==> src/rtl/flash_req_arbiter_pkg.sv <==
// Shared constants for the two-requester flash arbiter: FSM encoding, field widths,
// watchdog defaults and the round-robin pick rule.
package flash_req_arbiter_pkg;

    localparam int DEF_MODE_W      = 2;
    localparam int DEF_TIMES_W     = 6;
    localparam int DEF_TIMEOUT_CYC = 50_000_000;
    localparam int DEF_TO_W        = 26;

    localparam int         STATE_W  = 2;
    localparam logic [1:0] ST_IDLE  = 2'd0;
    localparam logic [1:0] ST_ISSUE = 2'd1;
    localparam logic [1:0] ST_RUN   = 2'd2;

    // With both slots pending the requester not served last time wins.
    function automatic logic rr_pick(input logic [1:0] pend, input logic last_grant);
        if (pend == 2'b11) begin
            return ~last_grant;
        end
        return pend[1];
    endfunction

endpackage

==> src/rtl/flash_req_arbiter_if.sv <==
// Request/engine bundle between two job requesters, the arbiter and one led_flash engine.
// The arbiter sits on the slave side; the requester/engine environment is the master.
interface flash_req_arbiter_if
    import flash_req_arbiter_pkg::*;
#(
    parameter int MODE_W  = DEF_MODE_W,
    parameter int TIMES_W = DEF_TIMES_W
);

    logic               req0;
    logic [MODE_W-1:0]  mode0;
    logic [TIMES_W-1:0] times0;
    logic               req1;
    logic [MODE_W-1:0]  mode1;
    logic [TIMES_W-1:0] times1;
    logic               flash_done;

    logic               en;
    logic [MODE_W-1:0]  mode;
    logic [TIMES_W-1:0] times;
    logic               grant;
    logic               busy;
    logic [1:0]         pend;
    logic               timeout_err;

    modport master (
        output req0, mode0, times0, req1, mode1, times1, flash_done,
        input  en, mode, times, grant, busy, pend, timeout_err
    );

    modport slave (
        input  req0, mode0, times0, req1, mode1, times1, flash_done,
        output en, mode, times, grant, busy, pend, timeout_err
    );

endinterface

==> src/rtl/flash_req_slot.sv <==
// One-deep job slot for a single requester: pending flag plus latched mode/times.
// Zero-count requests are dropped; a new request beats a same-cycle clear.
module flash_req_slot
    import flash_req_arbiter_pkg::*;
#(
    parameter int MODE_W  = DEF_MODE_W,
    parameter int TIMES_W = DEF_TIMES_W
) (
    input  logic               i_clk,
    input  logic               i_rst_n,
    input  logic               i_req,
    input  logic [MODE_W-1:0]  i_mode,
    input  logic [TIMES_W-1:0] i_times,
    input  logic               i_clr,
    output logic               o_pend,
    output logic [MODE_W-1:0]  o_mode,
    output logic [TIMES_W-1:0] o_times
);

    logic               r_pend;
    logic [MODE_W-1:0]  r_mode;
    logic [TIMES_W-1:0] r_times;
    logic               w_take;

    assign w_take = i_req && (i_times != '0);

    always_ff @(posedge i_clk or negedge i_rst_n) begin
        if (!i_rst_n) begin
            r_pend  <= 1'b0;
            r_mode  <= '0;
            r_times <= '0;
        end else if (w_take) begin
            // Latest request wins, even over the arbiter consuming the old job.
            r_pend  <= 1'b1;
            r_mode  <= i_mode;
            r_times <= i_times;
        end else if (i_clr) begin
            r_pend  <= 1'b0;
        end
    end

    assign o_pend  = r_pend;
    assign o_mode  = r_mode;
    assign o_times = r_times;

endmodule

==> src/rtl/flash_req_arbiter.sv <==
// Round-robin arbiter sharing one led_flash engine between two requesters, with a
// one-cycle launch pulse, held job fields and a RUN watchdog.
module flash_req_arbiter
    import flash_req_arbiter_pkg::*;
#(
    parameter int MODE_W      = DEF_MODE_W,
    parameter int TIMES_W     = DEF_TIMES_W,
    parameter int TIMEOUT_CYC = DEF_TIMEOUT_CYC,
    parameter int TO_W        = DEF_TO_W
) (
    input logic                clk,
    input logic                rst_n,
    flash_req_arbiter_if.slave bus
);

    localparam logic [TO_W-1:0] WDOG_LAST = TO_W'(TIMEOUT_CYC - 1);

    logic [STATE_W-1:0] r_state;
    logic [TO_W-1:0]    r_wdog;
    logic               r_last_grant;
    logic               r_en;
    logic [MODE_W-1:0]  r_mode;
    logic [TIMES_W-1:0] r_times;
    logic               r_grant;
    logic               r_busy;
    logic               r_timeout_err;

    logic [1:0]         w_pend;
    logic [1:0]         w_clr;
    logic [MODE_W-1:0]  w_mode0;
    logic [MODE_W-1:0]  w_mode1;
    logic [TIMES_W-1:0] w_times0;
    logic [TIMES_W-1:0] w_times1;
    logic               w_issue;
    logic               w_winner;
    logic [MODE_W-1:0]  w_win_mode;
    logic [TIMES_W-1:0] w_win_times;

    flash_req_slot #(
        .MODE_W  (MODE_W),
        .TIMES_W (TIMES_W)
    ) u_slot0 (
        .i_clk   (clk),
        .i_rst_n (rst_n),
        .i_req   (bus.req0),
        .i_mode  (bus.mode0),
        .i_times (bus.times0),
        .i_clr   (w_clr[0]),
        .o_pend  (w_pend[0]),
        .o_mode  (w_mode0),
        .o_times (w_times0)
    );

    flash_req_slot #(
        .MODE_W  (MODE_W),
        .TIMES_W (TIMES_W)
    ) u_slot1 (
        .i_clk   (clk),
        .i_rst_n (rst_n),
        .i_req   (bus.req1),
        .i_mode  (bus.mode1),
        .i_times (bus.times1),
        .i_clr   (w_clr[1]),
        .o_pend  (w_pend[1]),
        .o_mode  (w_mode1),
        .o_times (w_times1)
    );

    // A job is only taken from IDLE, so pending work never preempts a running job.
    assign w_issue     = (r_state == ST_IDLE) && (w_pend != 2'b00);
    assign w_winner    = rr_pick(w_pend, r_last_grant);
    assign w_clr       = {w_issue && w_winner, w_issue && !w_winner};
    assign w_win_mode  = w_winner ? w_mode1  : w_mode0;
    assign w_win_times = w_winner ? w_times1 : w_times0;

    always_ff @(posedge clk or negedge rst_n) begin
        if (!rst_n) begin
            r_state       <= ST_IDLE;
            r_wdog        <= '0;
            r_last_grant  <= 1'b1;
            r_en          <= 1'b0;
            r_mode        <= '0;
            r_times       <= '0;
            r_grant       <= 1'b0;
            r_busy        <= 1'b0;
            r_timeout_err <= 1'b0;
        end else begin
            r_en          <= 1'b0;
            r_timeout_err <= 1'b0;
            case (r_state)
                ST_IDLE: begin
                    if (w_issue) begin
                        r_state      <= ST_ISSUE;
                        r_en         <= 1'b1;
                        r_busy       <= 1'b1;
                        r_mode       <= w_win_mode;
                        r_times      <= w_win_times;
                        r_grant      <= w_winner;
                        r_last_grant <= w_winner;
                    end
                end
                ST_ISSUE: begin
                    r_state <= ST_RUN;
                    r_wdog  <= '0;
                end
                ST_RUN: begin
                    // Completion takes precedence over a same-cycle watchdog expiry.
                    if (bus.flash_done) begin
                        r_state <= ST_IDLE;
                        r_busy  <= 1'b0;
                    end else if (r_wdog == WDOG_LAST) begin
                        r_state       <= ST_IDLE;
                        r_busy        <= 1'b0;
                        r_timeout_err <= 1'b1;
                    end else begin
                        r_wdog <= r_wdog + 1'b1;
                    end
                end
                default: begin
                    r_state <= ST_IDLE;
                    r_busy  <= 1'b0;
                end
            endcase
        end
    end

    assign bus.en          = r_en;
    assign bus.mode        = r_mode;
    assign bus.times       = r_times;
    assign bus.grant       = r_grant;
    assign bus.busy        = r_busy;
    assign bus.pend        = w_pend;
    assign bus.timeout_err = r_timeout_err;

endmodule

==> src/flat_wrapper.sv <==
// flat-port wrapper written by rule: the top's interface ports become plain ports
module flash_req_arbiter_flat import flash_req_arbiter_pkg::*;
#(
    parameter int MODE_W      = DEF_MODE_W,
    parameter int TIMES_W     = DEF_TIMES_W,
    parameter int TIMEOUT_CYC = DEF_TIMEOUT_CYC,
    parameter int TO_W        = DEF_TO_W
)
  (clk, rst_n, bus_req0, bus_mode0, bus_times0, bus_req1, bus_mode1, bus_times1, bus_flash_done, bus_en, bus_mode, bus_times, bus_grant, bus_busy, bus_pend, bus_timeout_err);
  flash_req_arbiter_if #(.MODE_W(MODE_W), .TIMES_W(TIMES_W)) bus_i ();
  input logic clk;
  input logic rst_n;
  input wire logic [$bits(bus_i.req0)-1:0] bus_req0;
  input wire logic [$bits(bus_i.mode0)-1:0] bus_mode0;
  input wire logic [$bits(bus_i.times0)-1:0] bus_times0;
  input wire logic [$bits(bus_i.req1)-1:0] bus_req1;
  input wire logic [$bits(bus_i.mode1)-1:0] bus_mode1;
  input wire logic [$bits(bus_i.times1)-1:0] bus_times1;
  input wire logic [$bits(bus_i.flash_done)-1:0] bus_flash_done;
  output wire logic [$bits(bus_i.en)-1:0] bus_en;
  output wire logic [$bits(bus_i.mode)-1:0] bus_mode;
  output wire logic [$bits(bus_i.times)-1:0] bus_times;
  output wire logic [$bits(bus_i.grant)-1:0] bus_grant;
  output wire logic [$bits(bus_i.busy)-1:0] bus_busy;
  output wire logic [$bits(bus_i.pend)-1:0] bus_pend;
  output wire logic [$bits(bus_i.timeout_err)-1:0] bus_timeout_err;
  assign bus_i.req0 = bus_req0;
  assign bus_i.mode0 = bus_mode0;
  assign bus_i.times0 = bus_times0;
  assign bus_i.req1 = bus_req1;
  assign bus_i.mode1 = bus_mode1;
  assign bus_i.times1 = bus_times1;
  assign bus_i.flash_done = bus_flash_done;
  assign bus_en = bus_i.en;
  assign bus_mode = bus_i.mode;
  assign bus_times = bus_i.times;
  assign bus_grant = bus_i.grant;
  assign bus_busy = bus_i.busy;
  assign bus_pend = bus_i.pend;
  assign bus_timeout_err = bus_i.timeout_err;
  flash_req_arbiter #(.MODE_W(MODE_W), .TIMES_W(TIMES_W), .TIMEOUT_CYC(TIMEOUT_CYC), .TO_W(TO_W)) u_core (.clk(clk), .rst_n(rst_n), .bus(bus_i));
endmodule
==> config.mk <==
export PLATFORM = sky130hd
export DESIGN_NAME = flash_req_arbiter_flat
export DESIGN_NICKNAME = d
export VERILOG_FILES = /design/src/rtl/flash_req_arbiter_pkg.sv /design/src/rtl/flash_req_arbiter_if.sv /design/src/rtl/flash_req_slot.sv /design/src/rtl/flash_req_arbiter.sv /design/src/flat_wrapper.sv
export SDC_FILE = /design/constraint.sdc
export NUM_CORES = 1
export LEC_CHECK = 0
export CORE_MARGIN = 5
export CORE_UTILIZATION = 45
export CTS_BUF_LIST = sky130_fd_sc_hd__clkbuf_2 sky130_fd_sc_hd__clkbuf_4 sky130_fd_sc_hd__clkbuf_8
export CTS_CLUSTER_SIZE = 28
export DETAILED_ROUTE_END_ITERATION = 8
export PLACE_DENSITY = 0.78
export SYNTH_ARGS = -nofsm -noshare
export SYNTH_HDL_FRONTEND = slang
export SYNTH_SLANG_ARGS = --single-unit
==> constraint.sdc <==
create_clock -name clk -period 3.64 [get_ports clk]
set_clock_uncertainty 0.2 [all_clocks]
set_input_delay 0.728 -clock clk [delete_from_list [all_inputs] [get_ports clk]]
set_output_delay 0.728 -clock clk [all_outputs]
set_load 0.01 [all_outputs]
==> results of run 1 <==
[flip-flops by register name, indices dropped and copies added, names as in the netlist]
| name | cells |
|---|---|
| u_core.bus.mode | 2 |
| u_core.r_state | 2 |
| u_core.u_slot1.o_times | 6 |
| u_core.r_wdog | 26 |
| u_core.u_slot1.o_mode | 2 |
| u_core.u_slot0.o_mode | 2 |
| u_core.bus.grant | 1 |
| u_core.r_last_grant | 1 |
| u_core.u_slot1.o_pend | 1 |
| u_core.u_slot0.o_pend | 1 |
| u_core.u_slot0.o_times | 6 |
| u_core.bus.busy | 1 |
| u_core.bus.timeout_err | 1 |
| u_core.bus.times | 6 |
| u_core.bus.en | 1 |
[cell families (layout without fill, tap and decap cells)]
family | after synthesis | count (layout) | synth area share (%)
and+or+nand+nor | 117 | 117 | 21.6
DFF | 59 | 59 | 51.9
AOI/OAI and AO/OA | 47 | 47 | 13.6
buffers and inverters | 34 | 70 | 5.80
muxes | 17 | 17 | 6.16
adders and majority gates | 2 | 2 | 0.879
[cell usage after synthesis, drive strengths merged]
cell type and instances:
a211o 1, a21o 3, a21oi 4, a222oi 8, a22o 5, a311o 1, a31o 1, a31oi 1
a32o 1, and2 2, and3 5, and4 4, buf 7, clkbuf 10, dfrtp 58, dfstp 1
ha 2, inv 17, mux2 4, mux2i 13, nand2 50, nand2b 1, nand3 13, nand3b 2
nand4 16, nor2 10, nor3 3, nor4 5, o211ai 5, o21ai 8, o22a 1, o22ai 1
o311ai 1, o31ai 5, o41ai 1, or3 1, or3b 1, or4 4
[power groups by stage]
stage	clock network [W]	registers [W]	logic, W
after floorplan	0	0.000901	0.000386
after CTS	0.000706	0.000920	0.000611
after global routing	0.000730	0.000941	0.000675
after global placement	0	0.000924	0.000588
after detailed placement	0	0.000928	0.000608
final	0.000691	0.000922	0.000606
[layer usage]
metal / share of wire [%] / vias up / track usage, %
met4: 1.8 / 0 / 9.74
met3: 7.0 / 10 / 4.06
met2: 46 / 94 / 28.4
met1: 45 / 1121 / 22.8
li1: - / 1070 / -
met5: 0 / - / 0
[stage by stage]
stage	area, µm²	total power, W
floorplan	2850	0.00129
global placement	3200	0.00151
detailed placement	3200	0.00154
CTS	3430	0.00224
global route	3430	0.00235
finish	3430	0.00222
[path summary, 6_finish.rpt]
| path | end | slack, ps | cells past startpoint |
|---|---|---|---|
| min in group asynchronous | u_core.r_wdog[5] | 370 | 1 |
| hold / removal | u_core.u_slot0.o_times[0] | 280 | 2 |
| setup reg to reg | u_core.bus.times[1] | 1200 | 4 |
| setup / recovery | u_core.r_wdog[15] | 1050 | 5 |
| max in group asynchronous | u_core.u_slot0.o_times[5] | 2100 | 2 |
| hold reg to reg | u_core.u_slot0.o_times[0] | 280 | 2 |
[area by class of cell]
type / count / area share, %
inverters: 17 / 1.86
clock inverters: 4 / 2.12
well taps: 77 / 2.81
flip-flops and latches: 59 / 43.1
multi-input cells: 183 / 35.1
clock buffers: 12 / 4.63
repair buffers: 37 / 10.4
[worst max-delay path, stage by stage]
cell	delay (ps)
clkdlybuf4s50_1	450
or3b_1	500
a31o_1	440
nor4_4	340
mux2i_1	200
[cell usage in the layout (no fill, tap or decap), drive strengths merged, types with 2 or more instances in the layout]
cell type | netlist | routed
nand3 | 13 | 13
nor4 | 5 | 5
a21o | 3 | 3
a222oi | 8 | 8
buf | 7 | 4
o31ai | 5 | 5
and3 | 5 | 5
mux2 | 4 | 4
a22o | 5 | 5
nor2 | 10 | 10
ha | 2 | 2
nand4 | 16 | 16
o21ai | 8 | 8
a21oi | 4 | 4
clkdlybuf4s50 | 0 | 33
bufinv | 0 | 2
and2 | 2 | 2
o211ai | 5 | 5
or4 | 4 | 4
clkbuf | 10 | 12
nand3b | 2 | 2
inv | 17 | 17
dfrtp | 58 | 58
and4 | 4 | 4
nand2 | 50 | 50
nor3 | 3 | 3
mux2i | 13 | 13
==> results.md, run 1 <==
- Initial antenna violation count: 0
- Setup Viol. Count Final: 0
- Global-route wire length before repair: ~11000 µm
- Relative slew slack: 31.1%
- Post-route DRC: 0
- Fin Setup TNS: 0 ps
- Post-synthesis sequential area ratio: 51.9%
- Die Y-Extent: 89.5 µm
- Worst setup path start: bus_flash_done
- Pre-CTS WS: 704 ps
- DP HPWL: 4390 µm
- Synth top area share: about half
- Switching part of the total: between 30% and 40%
- Rows: 29
- Crit start category: input pin
- Total CTS buffers: 9
- Final Hold Fails: 0
- Library cells used by synthesis: 45
- RSZ-0062 raised after global routing: false
- Multi-input logic area: approximately 0.0012 mm²
- CTS tree: built
- Die area: between 0.008 and 0.009 mm²
- Worst vdd ir: 0.347 mV
- Syn nets: between 200 and 300
- Filler instances: 562
- DR vias: 2295
- WS Path Type: input pin to flip-flop
- Launching point of the worst reg2reg path: u_core.u_slot1.o_pend
- DRT iter0 DRCs: 132
- Htree depth: 3
- Max_cap viols: 0
- Post-CTS setup buffer count: 0
- Port Buffer Count: 34
- Final WS setup: 1050 ps
- Syn Area/Cell: 10.3 µm²
- YS warnings: 0
- Status: finished clean
- WL/cell: between 15 and 20 µm
- Deepest clock path buffer count: 2
- Ports: 35
- HP Class: flip-flop to flip-flop
- Clk_lat worst skew: about 340 ps
- Cell area after synthesis: 0.00285 mm²
- Drt total wl: 6400 µm
- Fraction of layout instances using a drive strength above 1: 10.6%
- Post-route minimum period: 2590 ps
- Sequential share of power: between 40% and 50%
- Int Power: 0.00148 W
- Non-Filler Instances: 389
- Hold Worst Slack: 283 ps
- Core Area: 0.00624 mm²
- Leak: between 1.5 and 2 nW
- # clock sinks: 59
- Hold path startpoint: u_core.u_slot0.o_times[0]
- Die X: 89.5 µm
- Largest cells by area after synthesis: dfrtp_1 51%, nand2_1 6.6%, mux2i_1 4.6%, nand4_1 3.1%, a222oi_1 2.8%
- Post-synth top area cell: dfrtp_1
- Period utilisation layout: 71.3%
- Arrival time at the worst endpoint: 2660 ps
- # nets final: 330
- Via-to-Cell Ratio: 5.90
- Crit path capture type: flip-flop
- Initial Util: 45.6%
- # diodes: 0
- Power Dens Cells: between 600 and 700 mW/mm²
- Layout area overhead: 20.5%
- Vias in the first global route: 2304
- Net switching component of the power: 0.000735 W
- Post-DRT Antenna Nets: 0
- Critical Path RT: 3710 ps
- Synth Register Bits: 59
- FF/Latch Area: roughly 0.0015 mm²
- Pins over their slew limit: 0
- GP Congestion: 0.870
- Clock tree root buffer cell: clkbuf_8
- Remaining Overflow, GRT: 0
- Clock power share: a little under a third
- Largest net degree at the start of global routing: 48
- Critical Path Fanout Max: 18
- Post-CTS Hold Buffers: 0
- Peak Freq: 0.386 GHz
- Post-CTS sizing: 0
- Post-layout util: 55.0%
- Detailed Routing Iterations Pass 1: 5
- Gate power share: 27.3%
- Reg clk slew, reported paths: about 70 ps
- Global-route usage over all layers: 17.9%
- Worst slew pin tran: between 1000 and 1500 ps
- Syn Inst Count: 276
- Cells after DPL: 373
(Power assumes the default switching activity.)
==> run 2: changes to the inputs <==
==> constraint.sdc (replaced) <==
create_clock -name clk -period 2.45 [get_ports clk]
set_clock_uncertainty 0.2 [all_clocks]
set_input_delay 0.49 -clock clk [delete_from_list [all_inputs] [get_ports clk]]
set_output_delay 0.49 -clock clk [all_outputs]
set_load 0.01 [all_outputs]
==> results.md, run 2 (synthesis results as in run 1) <==
- Status: finished clean (unchanged)
- Setup Viol. Count Final: 0 (unchanged)
- Detailed Routing Iterations Pass 1: 5 (unchanged)
- Initial Util: 45.6% (unchanged)
- Non-Filler Instances: 406 (was 389)
- Drt total wl: 6280 µm (was 6400 µm)
- Layout area overhead: 24.6% (was 20.5%)
- Hold Worst Slack: 280 ps (was 283 ps)
- Post-DP Area: 0.00334 mm² (was 0.00320 mm²)
- Final WS setup: 220 ps (was 1050 ps)
- Via-to-Cell Ratio: 5.69 (was 5.90)
- Deepest clock path buffer count: 2 (unchanged)
- Largest reg by FF count: u_core.r_wdog (unchanged)
- Post-route minimum period: 2230 ps
- Crit start category: flip-flop (was input pin)
- Reg clk slew, reported paths: 70 ps (about the same)
- Post-CTS sizing: 0 (unchanged)
- Htree depth: 3 (unchanged)
- Multi-input logic area: 0.00120 mm² (unchanged)
- Leading cell type in the layout, fill and taps excluded: dfrtp_1 (unchanged)
- Post-route DRC: 0 (unchanged)
- Initial antenna violation count: 0 (unchanged)
- Pre-CTS WS: -54.3 ps (was 704 ps)
- Critical Path Fanout Max: 10 (was 18)
- Post-CTS setup buffer count: 0 (unchanged)
- Final Hold Fails: 0 (unchanged)
- Global-route usage over all layers: 18.1% (was 17.9%)
- DR vias: 2312 (was 2295)
- Critical Path RT: 2470 ps (was 3710 ps)
- Arrival time at the worst endpoint: 2250 ps (was 2660 ps)
- Port Buffer Count: 34 (unchanged)
- Global-route wire length before repair: 11200 µm (was 11000 µm)
- Max_cap viols: 0 (unchanged)
- Worst vdd ir: 0.628 mV (was 0.347 mV)
- Relative slew slack: 70.3% (was 31.1%)
- Power Dens Cells: 912 mW/mm² (was 647 mW/mm²)
- Worst setup path start: u_core.r_wdog[0] (was bus_flash_done)
- DRT iter0 DRCs: 177 (was 132)
- HP Class: flip-flop to flip-flop (unchanged)
- Worst r2r dst: u_core.r_wdog[7] (was u_core.bus.times[1])
- Ports: 35 (unchanged)
- Worst slew pin tran: 442 ps (was 1030 ps)
- Max reg flops: 26 (unchanged)
- Post-DRT Antenna Nets: 0 (unchanged)
- WL/cell: 15.5 µm (was 16.4 µm)
- Period utilisation layout: 91.0%
- Die area: 0.00801 mm² (unchanged)
- Clk_lat worst skew: 330 ps (was 340 ps)
- Pins over their slew limit: 0 (unchanged)
- R2R depth: 7 (was 4)
- # clock sinks: 59 (unchanged)
- FF/Latch Area: 0.00148 mm² (unchanged)
- Total CTS buffers: 9 (unchanged)
- Clock tree root buffer cell: clkbuf_8 (unchanged)
- # diodes: 0 (unchanged)
- Vias in the first global route: 2397 (was 2304)
- Launching point of the worst reg2reg path: u_core.r_wdog[0] (was u_core.u_slot1.o_pend)
- Most frequent cells in the layout: 58 x dfrtp_1, 50 x nand2_1, 33 x clkdlybuf4s50_1, 17 x inv_1, 17 x buf_4 (was 58 x dfrtp_1, 50 x nand2_1, 33 x clkdlybuf4s50_1, 17 x inv_1, 14 x nand4_1)
- Leak: 1.69 nW (was 1.62 nW)
- Die X: 89.5 µm (unchanged)
- Peak Freq: 0.448 GHz
- CTS tree: built (unchanged)
- Rows: 29 (unchanged)
- DP HPWL: 4450 µm (was 4390 µm)
- RSZ-0062 raised after global routing: false (unchanged)
- Core Area: 0.00624 mm² (unchanged)
- GP Congestion: 0.856 (was 0.870)
- Filler instances: 546 (was 562)
- Crit path to: u_core.r_wdog[7] (was u_core.r_wdog[15])
- # nets final: 347 (was 330)
- Remaining Overflow, GRT: 0 (unchanged)
- Fraction of layout instances using a drive strength above 1: 14.9% (was 10.6%)
- Largest net degree at the start of global routing: 60 (was 48)
- Cells after DPL: 389 (was 373)
- WS Path Type: flip-flop to flip-flop (was input pin to flip-flop)
- Crit path capture type: flip-flop (unchanged)
- Post-layout util: 56.8% (was 55.0%)
- R2r setup slk: 220 ps (was 1200 ps)
- Die Y-Extent: 89.5 µm (unchanged)
- Post-route design area: 0.00355 mm² (was 0.00343 mm²)
run 2: changes by cell type in the layout (fill, tap and decap cells not counted), sizes merged:
cell / previous run / this run
buf: 4 / 20
clkbuf: 12 / 9
clkinv: 1 / 4
bufinv: 2 / 1
clkinvlp: 1 / 2
dlygate4sd3: 0 / 1
run 2: per-stage QoR:
| step | TNS (ps) | total power [W] |
|---|---|---|
| 6_report | 0 | 0.00323 |
| 3_3_place_gp | -38.5 | 0.00236 |
| 3_5_place_dp | -79.2 | 0.00239 |
| 4_1_cts | 0 | 0.00327 |
| 2_1_floorplan | 0 | 0.00191 |
| 5_1_grt | 0 | 0.00346 |
run 2: worst max-delay path: stages, from the launching register on:
cell,delay [ps]
dfrtp_1,480
ha_1,260
and2_1,160
and2_1,210
a31o_1,330
buf_4,210
o211ai_1,180
o31ai_1,90
run 2: per-layer routing:
layer  up-vias  track usage [%]  wire (µm)
met5         -                0          0
met4         0             7.58        155
met3        15             5.53        495
met2        90             27.9       2800
met1      1102             23.8       2830
li1       1105                -          -
run 2: how the worst min path moves through the flow:
stage / start / endpoint / slack [ps] / cells after the start
6_report: u_core.u_slot1.o_times[0] / u_core.u_slot1.o_times[0] / 280 / 2
5_1_grt: u_core.u_slot0.o_times[1] / u_core.u_slot0.o_times[1] / 300 / 2
4_1_cts: u_core.u_slot0.o_times[1] / u_core.u_slot0.o_times[1] / 290 / 2
3_5_place_dp: u_core.u_slot1.o_times[5] / u_core.u_slot1.o_times[5] / 270 / 2
3_3_place_gp: u_core.u_slot1.o_times[1] / u_core.u_slot1.o_times[1] / 260 / 2
2_1_floorplan: rst_n / u_core.bus.busy / -6 / 0
run 2: final cells by class:
cell class	count	area share, %
multi-input combinational	183	33.9
sequential	59	41.7
tap	77	2.72
inverter	17	1.80
timing repair buffer	54	14.5
clock inverter	7	1.94
clock buffer	9	3.49
run 2: report_power, final:
group	total, W	switching, W	leakage (nW)	internal (W)
Clock	0.000856	0.000391	0.0950	0.000465
Sequential	0.00133	0.000163	0.756	0.00117
Combinational	0.00104	0.000552	0.839	0.000490
Total	0.00323	0.00111	1.69	0.00213
run 2: repair_timing:
item,4_1_cts,5_1_grt
hold buffers,1,0
setup endpoints to repair,0,0
hold endpoints to repair,58,0
